File: src/rtl/ifu_pkg.sv
// ifu_pkg: shared definitions for the instruction-fetch front end.
//   Default widths (IFU_DATA_W, IFU_ADDR_W, IFU_PID_W), packet-ID reset value
//   and step, and occ_w(), the width of an occupancy counter able to hold
//   0..DEPTH inclusive.
package ifu_pkg;

  localparam int IFU_DATA_W   = 32;
  localparam int IFU_ADDR_W   = 32;
  localparam int IFU_PID_W    = 2;
  localparam int IFU_PID_INIT = 2;
  localparam int IFU_PID_STEP = 2;

  function automatic int occ_w(input int depth);
    return $clog2(depth) + 1;
  endfunction

endpackage

File: src/rtl/ifu_sync_fifo.sv
// ifu_sync_fifo: circular buffer of DEPTH entries, WIDTH bits each.
//   clk, reset_n   clock, synchronous active-low reset (pointers/count only)
//   push, push_data  write one entry (ignored when full and not popping)
//   pop            retire the head entry (ignored when empty)
//   flush          discard all entries; wins over push/pop in the same cycle
//   head           combinational read of the oldest entry
//   count          occupancy, 0..DEPTH
module ifu_sync_fifo
  import ifu_pkg::*;
#(
  parameter int WIDTH = 32,
  parameter int DEPTH = 4
) (
  input  logic                      clk,
  input  logic                      reset_n,
  input  logic                      push,
  input  logic [WIDTH-1:0]          push_data,
  input  logic                      pop,
  input  logic                      flush,
  output logic [WIDTH-1:0]          head,
  output logic [occ_w(DEPTH)-1:0]   count
);

  localparam int PW = $clog2(DEPTH);
  localparam int CW = occ_w(DEPTH);

  logic [WIDTH-1:0] mem [DEPTH];
  logic [PW-1:0]    wr_ptr;
  logic [PW-1:0]    rd_ptr;
  logic             do_push;
  logic             do_pop;

  assign do_pop  = pop & (count != '0);
  // A pop in the same cycle frees the slot, so a full buffer may still accept.
  assign do_push = push & ((count < CW'(DEPTH)) | do_pop);
  assign head    = mem[rd_ptr];

  // Storage carries data only; validity is tracked by the pointers.
  always_ff @(posedge clk) begin
    if (do_push && !flush) begin
      mem[wr_ptr] <= push_data;
    end
  end

  always_ff @(posedge clk) begin
    if (!reset_n || flush) begin
      wr_ptr <= '0;
      rd_ptr <= '0;
      count  <= '0;
    end else begin
      if (do_push) wr_ptr <= wr_ptr + PW'(1);
      if (do_pop)  rd_ptr <= rd_ptr + PW'(1);
      count <= count + CW'(do_push) - CW'(do_pop);
    end
  end

endmodule

File: src/rtl/inst_fetch_queue.sv
// inst_fetch_queue: single-way instruction fetch front end.
//   Issues credit-limited fetch requests, collects in-order memory responses
//   in a DEPTH-entry queue (or bypasses it when empty), and delivers one
//   instruction per cycle to decode with a wrapping packet ID. A jump flushes
//   the queue and discards responses still in flight.
// Ports:
//   clk, reset_n            clock, synchronous active-low reset
//   valid_i, instAddr_i     fetch address from the PC stage
//   request_o, instAddr_fetch_o  fetch request and address to memory
//   dataOk_i, inst_fetch_i  memory response (in order)
//   jumpFlag_i              redirect/flush
//   ready_i / ready_o       decode can accept / delivery this cycle
//   valid_o, inst_o, pid_o  registered delivered instruction and packet ID
//   instAddr_o              address of inst_o (only with INST_ADDR_TRACE_EN)
//   count_o                 queue occupancy
// Build option: define INST_ADDR_TRACE_EN to add the instAddr_o trace queue.
module inst_fetch_queue
  import ifu_pkg::*;
#(
  parameter int DATA_W   = IFU_DATA_W,
  parameter int ADDR_W   = IFU_ADDR_W,
  parameter int DEPTH    = 4,
  parameter int PID_W    = IFU_PID_W,
  parameter int PID_INIT = IFU_PID_INIT,
  parameter int PID_STEP = IFU_PID_STEP
) (
  input  logic                     clk,
  input  logic                     reset_n,
  input  logic                     valid_i,
  input  logic [ADDR_W-1:0]        instAddr_i,
  output logic                     request_o,
  output logic [ADDR_W-1:0]        instAddr_fetch_o,
  input  logic                     dataOk_i,
  input  logic [DATA_W-1:0]        inst_fetch_i,
  input  logic                     jumpFlag_i,
  input  logic                     ready_i,
  output logic                     ready_o,
  output logic                     valid_o,
  output logic [DATA_W-1:0]        inst_o,
  output logic [PID_W-1:0]         pid_o,
`ifdef INST_ADDR_TRACE_EN
  output logic [ADDR_W-1:0]        instAddr_o,
`endif
  output logic [occ_w(DEPTH)-1:0]  count_o
);

  localparam int CW = occ_w(DEPTH);
  // Repeated flushes can stack discards beyond DEPTH, so drop gets headroom.
  localparam int DW = CW + 2;

  function automatic logic [PID_W-1:0] pid_advance(input logic [PID_W-1:0] p);
    return p + PID_W'(PID_STEP);
  endfunction

  logic [CW-1:0]     count;
  logic [CW-1:0]     pending;
  logic [DW-1:0]     drop;
  logic [CW:0]       inflight;
  logic              acc;
  logic              deliver;
  logic              head_sel;
  logic              push;
  logic              pop;
  logic [DATA_W-1:0] head;
  logic [DATA_W-1:0] src;

  logic              vld_p1;
  logic [DATA_W-1:0] inst_p1;
  logic [PID_W-1:0]  pid_p1;

  // Stage 0: credit, response acceptance, delivery select
  assign inflight         = {1'b0, count} + {1'b0, pending};
  assign request_o        = valid_i & ~jumpFlag_i & (inflight < (CW+1)'(DEPTH));
  assign instAddr_fetch_o = instAddr_i;

  // A response with nothing outstanding (and no request this cycle) is noise.
  assign acc      = dataOk_i & (drop == '0) & ((pending != '0) | request_o);
  assign head_sel = (count != '0);
  assign deliver  = ready_i & ~jumpFlag_i & (head_sel | acc);
  assign ready_o  = deliver;
  assign src      = head_sel ? head : inst_fetch_i;
  // Queue the response unless it went straight out through the bypass.
  assign push     = acc & ~jumpFlag_i & ~(deliver & ~head_sel);
  assign pop      = deliver & head_sel;
  assign count_o  = count;

  ifu_sync_fifo #(
    .WIDTH (DATA_W),
    .DEPTH (DEPTH)
  ) u_data_fifo (
    .clk       (clk),
    .reset_n   (reset_n),
    .push      (push),
    .push_data (inst_fetch_i),
    .pop       (pop),
    .flush     (jumpFlag_i),
    .head      (head),
    .count     (count)
  );

  always_ff @(posedge clk) begin
    if (!reset_n) begin
      pending <= '0;
      drop    <= '0;
    end else if (jumpFlag_i) begin
      // Everything outstanding becomes a discard; a same-cycle response
      // (whether already a discard or the oldest pending one) is consumed now.
      pending <= '0;
      drop    <= drop + DW'(pending)
                 - DW'(dataOk_i && ((drop != '0) || (pending != '0)));
    end else begin
      pending <= pending + CW'(request_o) - CW'(acc);
      if (dataOk_i && (drop != '0)) drop <= drop - DW'(1);
    end
  end

  // Stage 1: registered delivery to decode
  always_ff @(posedge clk) begin
    if (!reset_n) begin
      vld_p1  <= 1'b0;
      inst_p1 <= '0;
      pid_p1  <= PID_W'(PID_INIT);
    end else begin
      vld_p1 <= deliver;
      if (deliver) begin
        inst_p1 <= src;
        pid_p1  <= pid_advance(pid_p1);
      end
    end
  end

  assign valid_o = vld_p1;
  assign inst_o  = inst_p1;
  assign pid_o   = pid_p1;

`ifdef INST_ADDR_TRACE_EN
  // Addresses enter at request time, so this queue holds queued plus
  // pending entries; its head is always the address of the next delivery.
  logic [CW-1:0]     addr_count;
  logic [ADDR_W-1:0] addr_head;
  logic [ADDR_W-1:0] addr_src;
  logic              addr_sel;
  logic              addr_push;
  logic              addr_pop;
  logic [ADDR_W-1:0] addr_p1;

  assign addr_sel  = (addr_count != '0);
  assign addr_src  = addr_sel ? addr_head : instAddr_i;
  assign addr_push = request_o & ~(deliver & ~addr_sel);
  assign addr_pop  = deliver & addr_sel;

  ifu_sync_fifo #(
    .WIDTH (ADDR_W),
    .DEPTH (DEPTH)
  ) u_addr_fifo (
    .clk       (clk),
    .reset_n   (reset_n),
    .push      (addr_push),
    .push_data (instAddr_i),
    .pop       (addr_pop),
    .flush     (jumpFlag_i),
    .head      (addr_head),
    .count     (addr_count)
  );

  always_ff @(posedge clk) begin
    if (!reset_n) begin
      addr_p1 <= '0;
    end else if (deliver) begin
      addr_p1 <= addr_src;
    end
  end

  assign instAddr_o = addr_p1;
`endif

endmodule

File: config.mk
export PLATFORM = sky130hd
export DESIGN_NAME = inst_fetch_queue
export DESIGN_NICKNAME = d
export VERILOG_FILES = /design/src/rtl/ifu_pkg.sv /design/src/rtl/ifu_sync_fifo.sv /design/src/rtl/inst_fetch_queue.sv
export SDC_FILE = /design/constraint.sdc
export NUM_CORES = 1
export LEC_CHECK = 0
export ABC_AREA = 0
export CORE_MARGIN = 2
export CORE_UTILIZATION = 55
export CTS_BUF_LIST = sky130_fd_sc_hd__clkbuf_4
export CTS_CLUSTER_DIAMETER = 40
export DETAILED_ROUTE_END_ITERATION = 8
export PLACE_DENSITY = 0.8
export SETUP_SLACK_MARGIN = 0.1
export SYNTH_ARGS = -nofsm -noshare
export SYNTH_HDL_FRONTEND = slang
export SYNTH_HIERARCHICAL = 1
export SYNTH_SLANG_ARGS = --single-unit
File: constraint.sdc
create_clock -name clk -period 9.3 [get_ports clk]
set_input_delay 1.86 -clock clk [delete_from_list [all_inputs] [get_ports clk]]
set_output_delay 1.86 -clock clk [all_outputs]
set_load 0.02 [all_outputs]
# Word-level counts from Yosys, hierarchy flattened
# Memory sizes are Yosys's and may differ from the RTL's. A register that Yosys moved wholly into a read port is not among the register bits.
# Index checks and enable logic that the tools add are counted.
# totals
regBits,50
mem_bits_rw,128
inputBits,70
n_memories,1
# memory_table
memory,depth,word_bits,read_ports,rd_ports_with_merged_regs,wr,line,text
u_data_fifo.mem,4,32,1,1,1,ifu_sync_fifo.sv:27,logic [WIDTH-1:0] mem [DEPTH];
# op_classes
add_sub_neg,11
magnitude_cmp,2
mux,7
bitwise,19
n_reduce_logical,13
# ops
operator,n
$mux W32,1
$and A1 B1 Y1,12
$mux W5,2
$add A3 B1 Y3,2
$reduce_bool A3 Y1,2
$sub A3 B1 Y3,2
$add A5 B3 Y5,1
$logic_not A5 Y1,1
$reduce_bool A5 Y1,1
$sub A5 B1 Y5,1
$sub A5 B1 Y5 const B,1
$add A2 B1 Y2 const B,2
$add A3 B3 Y4,1
$lt A4 B3 Y1 const B,1
$mux W2,2
$not A1 Y1,4
$logic_and A1 B1 Y1,3
$lt A3 B3 Y1 const B,1
$or A1 B1 Y1,3
$add A2 B2 Y2 const B,1
$logic_not A1 Y1,2
$logic_or A1 B1 Y1,2
$mux W1,2
$reduce_bool A2 Y1,1
$reduce_or A2 Y1,1

# Depth between registers and ports, before layout
# logic_depth
ltp_word,14
mapped_depth,14

# Modules after synthesis
# Netlist, hierarchy kept.
# modules_own_cells
module,n_inst,cells_each,area_each_um2,seq_area_each_um2
ifu_sync_fifo,1,217,5124.9,4023.9
inst_fetch_queue,1,342,3027.9,840.8

# Worst setup path before layout
# Ideal clock, no wire load.
# synth_timing
kind,input port to flip-flop
from,input port jumpFlag_i
to,memory u_data_fifo.mem[0][0] (enable)
setup_ps,468
arrival_time_ps,5581
setup_slack_ps,3251
path_stages,6
n_path_buf,1
cell_sequence,nor3b_1 > a21oi_1 > buf_2 > a2111oi_0 > nand2b_1 > nor3b_1
# synth_via
elab_chain_cells,14
elab_cells_between_ends,20
classes_between,2 x mux; 16 x bitwise; 2 x reduce/logical
# synth_lines
item,line,text
start: declaration,inst_fetch_queue.sv:35,"input logic jumpFlag_i,"
$not A1 Y1 *,"inst_fetch_queue.sv:73, inst_fetch_queue.sv:79, inst_fetch_queue.sv:83",
$and A1 B1 Y1 (2 in series),inst_fetch_queue.sv:73,assign request_o = valid_i & ~jumpFlag_i & (inflight < (CW+1)'(DEPTH));
$or A1 B1 Y1,inst_fetch_queue.sv:77,assign acc = dataOk_i & (drop == '0) & ((pending != '0) | request_o);
$and A1 B1 Y1,inst_fetch_queue.sv:77,
$or A1 B1 Y1,inst_fetch_queue.sv:79,assign deliver = ready_i & ~jumpFlag_i & (head_sel | acc);
$and A1 B1 Y1,inst_fetch_queue.sv:79,
$and A1 B1 Y1,inst_fetch_queue.sv:83,assign push = acc & ~jumpFlag_i & ~(deliver & ~head_sel);
$not A1 Y1,inst_fetch_queue.sv:83,
$and A1 B1 Y1 *,inst_fetch_queue.sv:83,
net push,inst_fetch_queue.sv:62,logic push;
$and A1 B1 Y1 *,ifu_sync_fifo.sv:35,assign do_push = push & ((count < CW'(DEPTH)) | do_pop);
$logic_and A1 B1 Y1 *,ifu_sync_fifo.sv:40,if (do_push && !flush) begin
$mux W1 *,ifu_sync_fifo.sv:40,
$mux W1 (not written as such) *,ifu_sync_fifo.sv:41,mem[wr_ptr] <= push_data;
end: declaration,ifu_sync_fifo.sv:27,
# Mark *: on every way through the listed nets, which the timed path passes. The rest lies on a longest branch.

# Worst setup path after layout
# layout_timing
from,input port jumpFlag_i
to,output port ready_o
# layout_via
elab_chain_cells,7
elab_cells_between_ends,8
classes_between,8 x bitwise
# layout_lines
item,line,text
$not A1 Y1 *,"inst_fetch_queue.sv:73, inst_fetch_queue.sv:79",
$and A1 B1 Y1 (2 in series),inst_fetch_queue.sv:73,
$or A1 B1 Y1,inst_fetch_queue.sv:77,
$and A1 B1 Y1,inst_fetch_queue.sv:77,
$or A1 B1 Y1,inst_fetch_queue.sv:79,
$and A1 B1 Y1 *,inst_fetch_queue.sv:79,
end: declaration,inst_fetch_queue.sv:37,"output logic ready_o,"
# Every way passes the cells marked *; elsewhere a longest branch is shown, timed or not.

==> flow_summary.json <==
{
  "slew_violations": 0,
  "cts_buffer_depth": 2,
  "cap_violations": 0,
  "skew_ps": 19.73,
  "htree_levels": 4,
  "worstReg2RegStart": "u_data_fifo/count[2]$_SDFF_PP0_",
  "initial_core_util": 0.5610,
  "ys_types": 48,
  "synth-seq-cells": 179,
  "slew_headroom": 0.2221,
  "hold_viol_final": 0,
  "core_mm2": 0.01453,
  "fp.dieW_um": 125.8,
  "min_from": "inst_o[1]$_SDFFE_PN0N_",
  "period_share": 0.7134,
  "fmax_mhz": 150.7,
  "drtIter0Drc": 466,
  "route.vias.total": 4922,
  "dieArea_mm2": 0.01581,
  "drc": 0,
  "cp_slowest_cell": "nor2b_2",
  "synthSimpleGateAreaFrac": 0.09669,
  "holdWs_ps": 496.9,
  "grt_antenna_before_repair": 1,
  "synth-edff-count": 128,
  "gr-total-overflow": 0,
  "crit_top_cell": "clkdlybuf4s50_1",
  "synth_warnings": 6,
  "tns_ps": 0,
  "cts_resized": 0,
  "row_count": 44,
  "grt_pass1_vias": 4963,
  "dp.cells": 757,
  "routed_wl_um": 16800,
  "viasPerCell": 6.230,
  "root_buffer": "clkbuf_4",
  "worstSkewPairLatency_ps": 580,
  "cp.required_ps": 7440,
  "synthAdderAreaFrac": 0.03653,
  "grt_usage": 0.2169,
  "cp_cell_sequence": "clkdlybuf4s50_1 -> nor2b_2 -> buf_4 -> nand2_1 -> o31ai_1 -> clkdlybuf4s50_1",
  "path_buf_inv": 3,
  "drt_pass1_iterations": 7,
  "setup_viol": 0,
  "synth-compound-area-share": 0.09331,
  "crit_type": "primary input to primary output",
  "syn_inst": 559,
  "final_util": 0.6242,
  "wl_per_cell_um": 21.26,
  "cts_tree": "built",
  "synthArstFlopShare": 0,
  "critPathMaxStageDelay_ps": 730,
  "cts.sinks": 179,
  "cts-buffers-inserted": 17,
  "antenna_left": 0,
  "rsz0062_at_grt": "false",
  "place_congestion": 0.8384,
  "reg2reg_setup_slack_ps": 4720,
  "ir_drop_mv": 0.09530,
  "syn_to_final_growth_pct": 11.28,
  "die_y_um": 125.8,
  "final_cell_count_no_fill": 790,
  "p_per_area_mw_per_mm2": 184.3,
  "synthXorXnorAreaFrac": 0.01074,
  "syn_area_mm2": 0.008153,
  "p_leak_uw": 0.003032,
  "io_pins": 142,
  "startpoint": "jumpFlag_i",
  "synth.area.mux_share": 0.09070,
  "cts_hold_buf": 0,
  "avgSynthCellArea_um2": 14.58,
  "grt_start_max_net_pins": 47,
  "synth_top_family_by_area": "simple AND/OR/NAND/NOR gates",
  "tightest_slew_ps": 1162,
  "cp.arrival_ps": 4780,
  "post_cts_buffers": 0,
  "nets": 684,
  "end_kind": "primary output",
  "status": "finished, final reports clean",
  "yosysSeqAreaShare": 0.5967,
  "clk_pin_slew_ps": 140,
  "place_hpwl_um": 10400,
  "cp-start-kind": "primary input",
  "drive_gt1_frac": 0.1421,
  "crit_family": "buffers and inverters",
  "final.min_clock_period_ps": 6635,
  "portBuffers": 76,
  "critical_path_peak_fanout": 20,
  "grt_pass1_wl_um": 26520,
  "synth_ff_type": "edfxtp_1",
  "hold_class": "flip-flop to flip-flop",
  "synth_nets": 651
}
-- cells in the final DEF (no fill, tap or decap), drive strengths merged, types with 3 or more instances in the layout --
| cell type | Yosys | routed |
|---|---|---|
| clkbuf | 21 | 17 |
| fa | 3 | 3 |
| a21oi | 8 | 8 |
| and3 | 3 | 3 |
| nor2b | 4 | 4 |
| nand2 | 8 | 8 |
| nand3 | 3 | 3 |
| and3b | 32 | 32 |
| dfxtp | 51 | 51 |
| o21ai | 8 | 8 |
| edfxtp | 128 | 128 |
| buf | 54 | 14 |
| clkinv | 0 | 8 |
| inv | 28 | 29 |
| nor3b | 7 | 7 |
| xnor2 | 8 | 8 |
| clkdlybuf4s50 | 0 | 75 |
| nor3 | 3 | 3 |
| ha | 19 | 19 |
| o2bb2ai | 32 | 32 |
| nand4 | 32 | 32 |
| mux4 | 32 | 32 |
| nor2 | 10 | 10 |
| bufinv | 0 | 3 |
| a22o | 32 | 32 |
| nand3b | 3 | 3 |
| nand2b | 6 | 6 |
| or3 | 4 | 4 |
| clkinvlp | 0 | 3 |
-- cell type report --
| class | count | area, um2 |
|---|---|---|
| multi-input cells | 277 | 2723 |
| flip-flops and latches | 179 | 4866 |
| diodes | 1 | 2.502 |
| inverters | 28 | 105.1 |
| well taps | 184 | 230.2 |
| fillers | 1081 | 5461 |
| repair buffers | 89 | 853.3 |
| clock inverters | 15 | 165.2 |
| clock buffers | 17 | 127.6 |
-- cell usage after synthesis (8+ instances only) --
master / n / area, um2
o2bb2ai_1: 32 / 280.3
mux4_2: 30 / 675.7
edfxtp_1: 128 / 3844
buf_2: 8 / 40.04
and3b_1: 32 / 280.3
buf_4: 34 / 255.2
xnor2_1: 8 / 70.07
clkbuf_1: 21 / 78.83
o21ai_0: 8 / 40.04
a22o_1: 32 / 280.3
nand4_1: 32 / 200.2
nor2_1: 10 / 37.54
inv_1: 28 / 105.1
dfxtp_1: 51 / 1021
nand2_1: 8 / 30.03
a21oi_1: 8 / 40.04
ha_1: 19 / 237.7
-- flip-flops by register name (all words and copies together) (netlist names), named ones only --
register,count
u_data_fifo/count,3
u_data_fifo/mem,128
pid_o,1
u_data_fifo/wr_ptr,2
valid_o,1
u_data_fifo/rd_ptr,2
inst_o,32
drop,5
pending,3
-- where the power goes --
| group | internal, uW | switching, uW | total [uW] |
|---|---|---|---|
| Combinational | 144 | 198 | 341 |
| Clock | 183 | 261 | 444 |
| Sequential | 870 | 16.9 | 886 |
| Total | 1200 | 476 | 1670 |
-- routing by layer --
layer | GRT usage | part of all wire | vias to the layer above
li1 | - | - | 2215
met1 | 0.2910 | 0.42 | 2425
met2 | 0.3447 | 0.48 | 239
met3 | 0.05225 | 0.078 | 43
met4 | 0.08920 | 0.024 | 0
met5 | 0 | 0 | -
-- cells by family after synthesis --
| family | count (synthesis) |
|---|---|
| other | 1 |
| XOR/XNOR | 10 |
| AO/OA/AOI/OAI | 93 |
| multiplexers | 33 |
| flip-flops | 179 |
| adder cells (fa/ha/maj) | 22 |
| AND/OR/NAND/NOR | 118 |
| buffers and inverters | 103 |
-- path summary, 6_finish.rpt --
kind	endpoint	depth (start not counted)
setup reg to reg	u_data_fifo/mem[1][20]$_DFFE_PP_	7
hold reg to reg	inst_o[1]$_SDFFE_PN0N_	1
hold / removal	inst_o[1]$_SDFFE_PN0N_	1
setup / recovery	ready_o	6
-- per-stage QoR --
step | area, um2 | setup slack, ps | total power (uW)
after global placement | 8777 | 2717 | 1228
after floorplan | 8153 | 3251 | 1163
after detailed placement | 8777 | 2644 | 1244
after CTS | 9070 | 2655 | 1681
after global routing | 9072 | 2510 | 1742
final | 9072 | 2665 | 1672
-- worst reg2reg max path, cell delays in order (launching register included) --
cell       delay [ps]
dfxtp_1           520
ha_1              290
nor3b_1           440
a21oi_4           370
a2111oi_0         810
nand2b_1          350
nor3b_2          1010
buf_4             450
Note: power is estimated with default switching activity, not from simulation.
